**src/rtl/router_pkg.sv**
```systemverilog
// router_pkg: packet field layout and FIFO word sizing shared by router port logic.
package router_pkg;
   localparam int PKT_WIDTH       = 64;
   localparam int CHILDREN_WIDTH  = 3;
   localparam int FIFO_WORD_WIDTH = PKT_WIDTH + CHILDREN_WIDTH;
   localparam int CHILDREN_POS    = PKT_WIDTH;
   localparam int VALID_BIT_POS   = 63;
   localparam int OP_POS          = 60;
   localparam int OP_WIDTH        = 3;
   localparam int SRC_POS         = 48;
   localparam int SRC_WIDTH       = 12;
   localparam int DST_POS         = 36;
   localparam int DST_WIDTH       = 12;
   localparam int PAYLOAD_WIDTH   = 36;

   typedef enum logic [OP_WIDTH-1:0] {
      OP_NOP    = 3'd0,
      OP_UNI    = 3'd1,
      OP_REDUCE = 3'd2,
      OP_BCAST  = 3'd3
   } pkt_op_e;

   typedef struct packed {
      logic [CHILDREN_WIDTH-1:0] children;
      logic                      valid;
      pkt_op_e                   op;
      logic [SRC_WIDTH-1:0]      src;
      logic [DST_WIDTH-1:0]      dst;
      logic [PAYLOAD_WIDTH-1:0]  payload;
   } fifo_word_t;
endpackage

```
**src/rtl/fifo_ptr_ctrl.sv**
```systemverilog
// fifo_ptr_ctrl: pointers, occupancy counter, status flags and accept logic for pkt_peek_fifo.
// Optional `FIFO_STATS_EN adds high-water mark and overflow/underflow sticky flags.
module fifo_ptr_ctrl #(
   parameter int FifoLgSize       = 4,
   parameter int AlmostFullThresh = 12
) (
   input  logic                  clk,
   input  logic                  rst,
   input  logic                  wr_en,
   input  logic                  rd_en,
   input  logic                  pass,
   output logic [FifoLgSize-1:0] rd_ptr,
   output logic [FifoLgSize-1:0] wr_ptr,
   output logic [FifoLgSize:0]   fifo_counter,
   output logic                  do_rd,
   output logic                  do_wr,
   output logic                  buf_empty,
   output logic                  buf_full,
   output logic                  almost_full,
   output logic                  next_valid,
   output logic                  wr_drop
`ifdef FIFO_STATS_EN
   ,
   output logic [FifoLgSize:0]   hwm_out,
   output logic                  ovf_sticky,
   output logic                  unf_sticky
`endif
);
   localparam logic [FifoLgSize:0]   DEPTH = (FifoLgSize+1)'(1 << FifoLgSize);
   localparam logic [FifoLgSize:0]   AF    = (FifoLgSize+1)'(AlmostFullThresh);
   localparam logic [FifoLgSize:0]   CONE  = (FifoLgSize+1)'(1);
   localparam logic [FifoLgSize-1:0] PONE  = FifoLgSize'(1);

   logic [FifoLgSize:0] count_nxt;

   always_comb begin
      buf_empty   = fifo_counter == '0;
      buf_full    = fifo_counter == DEPTH;
      almost_full = fifo_counter >= AF;
      next_valid  = fifo_counter > CONE;
      do_rd       = rd_en & ~buf_empty;
      // a pop in the same cycle frees the slot a full FIFO needs for the push
      do_wr       = wr_en & pass & (~buf_full | do_rd);
      count_nxt   = (do_wr & ~do_rd) ? fifo_counter + CONE :
                    (do_rd & ~do_wr) ? fifo_counter - CONE : fifo_counter;
   end

   always_ff @(posedge clk or posedge rst) begin
      if (rst) begin
         rd_ptr       <= '0;
         wr_ptr       <= '0;
         fifo_counter <= '0;
         wr_drop      <= 1'b0;
      end else begin
         if (do_rd) rd_ptr <= rd_ptr + PONE;
         if (do_wr) wr_ptr <= wr_ptr + PONE;
         fifo_counter <= count_nxt;
         wr_drop      <= wr_en & ~do_wr;
      end
   end

`ifdef FIFO_STATS_EN
   always_ff @(posedge clk or posedge rst) begin
      if (rst) begin
         hwm_out    <= '0;
         ovf_sticky <= 1'b0;
         unf_sticky <= 1'b0;
      end else begin
         if (count_nxt > hwm_out) hwm_out <= count_nxt;
         if (wr_en & pass & buf_full & ~do_rd) ovf_sticky <= 1'b1;
         if (rd_en & buf_empty) unf_sticky <= 1'b1;
      end
   end
`endif
endmodule

```
**src/rtl/pkt_peek_fifo.sv**
```systemverilog
// pkt_peek_fifo: FWFT packet FIFO exposing head and next word, with almost-full and invalid-write filter.
// Optional `FIFO_STATS_EN adds hwm_out, ovf_sticky and unf_sticky.
module pkt_peek_fifo
   import router_pkg::*;
#(
   parameter int DataWidth        = FIFO_WORD_WIDTH,
   parameter int FifoLgSize       = 4,
   parameter int AlmostFullThresh = 12,
   parameter int ValidBitPos      = VALID_BIT_POS,
   parameter int FilterInvalid    = 1
) (
   input  logic                 clk,
   input  logic                 rst,
   input  logic [DataWidth-1:0] buf_in,
   input  logic                 wr_en,
   input  logic                 rd_en,
   output logic [DataWidth-1:0] head_out,
   output logic                 head_valid,
   output logic [DataWidth-1:0] next_out,
   output logic                 next_valid,
   output logic                 buf_empty,
   output logic                 buf_full,
   output logic                 almost_full,
   output logic [FifoLgSize:0]  fifo_counter,
   output logic                 wr_drop
`ifdef FIFO_STATS_EN
   ,
   output logic [FifoLgSize:0]  hwm_out,
   output logic                 ovf_sticky,
   output logic                 unf_sticky
`endif
);
   localparam int DEPTH = 1 << FifoLgSize;

   logic [DataWidth-1:0]  mem [DEPTH];
   logic [FifoLgSize-1:0] rd_ptr, wr_ptr, nxt_ptr;
   logic                  pass, do_rd, do_wr;

   assign pass = (FilterInvalid == 0) | buf_in[ValidBitPos];

   fifo_ptr_ctrl #(
      .FifoLgSize      (FifoLgSize),
      .AlmostFullThresh(AlmostFullThresh)
   ) u_ctrl (
      .clk         (clk),
      .rst         (rst),
      .wr_en       (wr_en),
      .rd_en       (rd_en),
      .pass        (pass),
      .rd_ptr      (rd_ptr),
      .wr_ptr      (wr_ptr),
      .fifo_counter(fifo_counter),
      .do_rd       (do_rd),
      .do_wr       (do_wr),
      .buf_empty   (buf_empty),
      .buf_full    (buf_full),
      .almost_full (almost_full),
      .next_valid  (next_valid),
      .wr_drop     (wr_drop)
`ifdef FIFO_STATS_EN
      ,
      .hwm_out     (hwm_out),
      .ovf_sticky  (ovf_sticky),
      .unf_sticky  (unf_sticky)
`endif
   );

   always_ff @(posedge clk) begin
      if (do_wr) mem[wr_ptr] <= buf_in;
   end

   // gating keeps uninitialised storage from leaking X after reset
   always_comb begin
      nxt_ptr    = rd_ptr + FifoLgSize'(1);
      head_valid = ~buf_empty;
      head_out   = head_valid ? mem[rd_ptr] : '0;
      next_out   = next_valid ? mem[nxt_ptr] : '0;
   end
endmodule

```
**config.mk**
```make
export PLATFORM = sky130hd
export DESIGN_NAME = pkt_peek_fifo
export DESIGN_NICKNAME = d
export VERILOG_FILES = /design/src/rtl/router_pkg.sv /design/src/rtl/fifo_ptr_ctrl.sv /design/src/rtl/pkt_peek_fifo.sv
export SDC_FILE = /design/constraint.sdc
export NUM_CORES = 2
export LEC_CHECK = 0
export BUFFER_PORTS_ARGS = -buffer_cell sky130_fd_sc_hd__buf_2
export CORE_AREA = 2 2 448 450
export DETAILED_ROUTE_END_ITERATION = 6
export DIE_AREA = 0 0 450 452
export GPL_TIMING_DRIVEN = 0
export HOLD_SLACK_MARGIN = 0.05
export PLACE_DENSITY = 0.38
export SETUP_SLACK_MARGIN = 0.4
export SYNTH_ARGS = -nofsm -noshare
export SYNTH_HDL_FRONTEND = slang
export SYNTH_HIERARCHICAL = 1
export SYNTH_SLANG_ARGS = --single-unit
```
**constraint.sdc**
```tcl
create_clock -name clk -period 10.7 [get_ports clk]
set_input_delay 1.605 -clock clk [delete_from_list [all_inputs] [get_ports clk]]
set_output_delay 1.605 -clock clk [all_outputs]
set_load 0.01 [all_outputs]
```
==> reports/results.ini <==
[outcome]
status=finished clean

[logic_synthesis]
synth_edf_count=1072
synthesis.area_um2=51400
synthDominantCellAreaShare_pct=62.7
yosysWarningCount=6
synth_seq_cells=1086
yosys-top-cells-area=edfxtp_1 63%, mux2i_1 9.7%, mux2_2 7.7%
netlist_top_cells_count=1072 x edfxtp_1, 498 x mux2i_1, 349 x mux2_2
synthFlopType=edfxtp_1
synth.most_common_cell=edfxtp_1
netlist_instances=3338
synthDistinctLibCells=46
synthArstFlopShare_pct=1.29
synth_nets=3417
avgSynthCellArea_um2=15.4
yosys.area.top_type=edfxtp_1
yosysSeqAreaShare_pct=63.4

[global_routing]
grt_pass1_vias=35105
grt_use_total_pct=22.3
grt_overflow=0
grt_max_degree=22
grt_pass1_wl_um=308000
antenna_found_initial=30

[die]
core_area_um2=199000
start_util_pct=25.9
num_io_pins=216
die-area_um2=203000
num_rows=164
chipHeight_um=452
die_w_um=450

[route]
drtIter0Drc=3396
vias=34717
wl_per_cell_um=35.5
ant_nets=0
drt-pass1-iter-count=5
viasPerCell=5.29
drc=0
wirelength_um=233000

[pwr]
peakVddDrop_uv=311
powerDensity_nw_per_um2=347
p_leak_uw=0.0207

[finish]
n_fill_cell=19913
nets=3864
areaGrowthSynthToFinish_pct=20.1
drive_above_1_share_pct=28.3

[timing]
fmaxAchievable_mhz=137
worstMarginPinSlew_ps=1440
setup_viol=0
clock_skew_ps=25.1
final_max_slew_viol_count=0
period_needed_ps=7270
rsz0062_at_grt=false
holdWs_ps=540
tns_ps=0
post-route-period-util_pct=68.0
hold_viol=0
maxSlewHeadroom_pct=3.75

[cts]
root_buffer=clkbuf_16
clock-sinks=1086
cts.clk_slew.worst_paths_ps=60
cts_resized=0
cts_tree=done
post-cts-setup-buffers=0
h-tree-depth=4
hold_buffers=0
clock_path_buffers=3
clk_latency_ps=770
tritoncts.num_buffers=137

[hold_path]
min_from=u_ctrl/wr_ptr[3]
hp-class=reg2reg

[critical_path]
cp_max_fo=10
arrival_ps=5670
r2r-start=u_ctrl/fifo_counter[0]
start_kind=register
required_ps=9100
worst_setup_path_end_kind=output port
critPathKind=reg2out
crit_path_start=u_ctrl/rd_ptr[0]
rrSetupSlack_ps=7180

[placement]
dp_hpwl_um=156000
gp_congestion=0.795
portBuffers=215

[flow_run]
cap_violations=0

## kinds of logic after synthesis
group	share of synthesized area [%]
AOI/OAI and AO/OA	6.56
xor gates and xnor gates	0.239
adders and majority gates	0.195
buffers and inverters	2.43
DFF	63.4
muxes	22.3
and+or+nand+nor	4.87
## path summary, 6_finish.rpt
kind                                    end  cells past startpoint
max                            next_out[49]                      8
min                        u_ctrl/wr_ptr[3]                      1
max reg2reg                     mem[14][37]                      9
min reg2reg                u_ctrl/wr_ptr[3]                      1
max in group asynchronous  u_ctrl/rd_ptr[1]                      2
min in group asynchronous    u_ctrl/wr_drop                      2
## placed cells by master (no fill, tap or decap), types with 5 or more instances in the layout
cell type and n:
o32ai_1 67, nand4_1 70, o21ai_1 10, clkbuf_1 170, buf_1 35, nand2_1 78, a22oi_1 49, ha_1 8
xor2_1 5, o31ai_1 21, mux2_2 349, buf_6 42, mux4_2 113, o22ai_1 155, buf_16 6, nor2_4 12
edfxtp_1 1072, dfrtp_1 14, clkinv_2 24, o2111ai_1 7, xnor2_1 7, buf_12 40, buf_8 5, mux2i_1 498
clkinv_1 23, nor2_1 27, o21ai_0 31, a311oi_1 7, diode_2 9, bufinv_16 6, a221oi_1 39, clkbuf_16 144
o221ai_1 39, buf_2 323, nand3_1 291, inv_1 7, a21oi_1 47
## cell type report
cell class,count,area [µm²],area share (%)
Antenna cell,9,22.5,0.0365
Buffer,283,1220,1.98
Clock buffer,183,3760,6.09
Clock inverter,65,519,0.842
Inverter,9,33.8,0.0548
Multi-Input combinational cell,1960,17700,28.7
Sequential cell,1086,32500,52.7
Tap cell,2656,3320,5.39
Timing Repair Buffer,308,2590,4.19
## sequential cells by signal (all words and copies together), names as in the netlist
register and count:
mem 1072, u_ctrl/fifo_counter 5, u_ctrl/rd_ptr 4, u_ctrl/wr_ptr 4, u_ctrl/wr_drop 1
## per-layer routing
layer  vias to the layer above  GRT usage, %  wire, µm
li1                      14597             -         -
met1                     18291          28.3     97000
met2                      1425          37.3    112000
met3                       400          4.24     14300
met4                         4          9.03      9490
met5                         -             0        21
## stage by stage
stage                     instance area (µm²)  power, µW  setup slack (ps)  utilization [%]  cells
after detailed placement                57400      17100              4120             28.9   6302
final                                   61700      21400              3430             31.1   6559
after global placement                  55800      17000             -6520             28.1   6209
after floorplan                         51400      11000              3170                -   3338
after CTS                               61700      21600              3280             31.0   6550
after global routing                    61700      22100              3340             31.1   6555
## critical path: stages, from the launching register on
cell and delay, ps:
dfrtp_1 470, ha_1 350, clkbuf_1 510, nand2_1 340
clkbuf_1 1000, clkbuf_1 810, o22ai_1 210, o32ai_1 890
buf_2 280
## report_power, final
group | total [µW] | switching (µW) | internal (µW)
combinational | 11900 | 8410 | 3480
clock | 4490 | 1870 | 2610
sequential | 5060 | 128 | 4930
total | 21400 | 10400 | 11000
No activity file was read; power rests on OpenSTA's default activity.
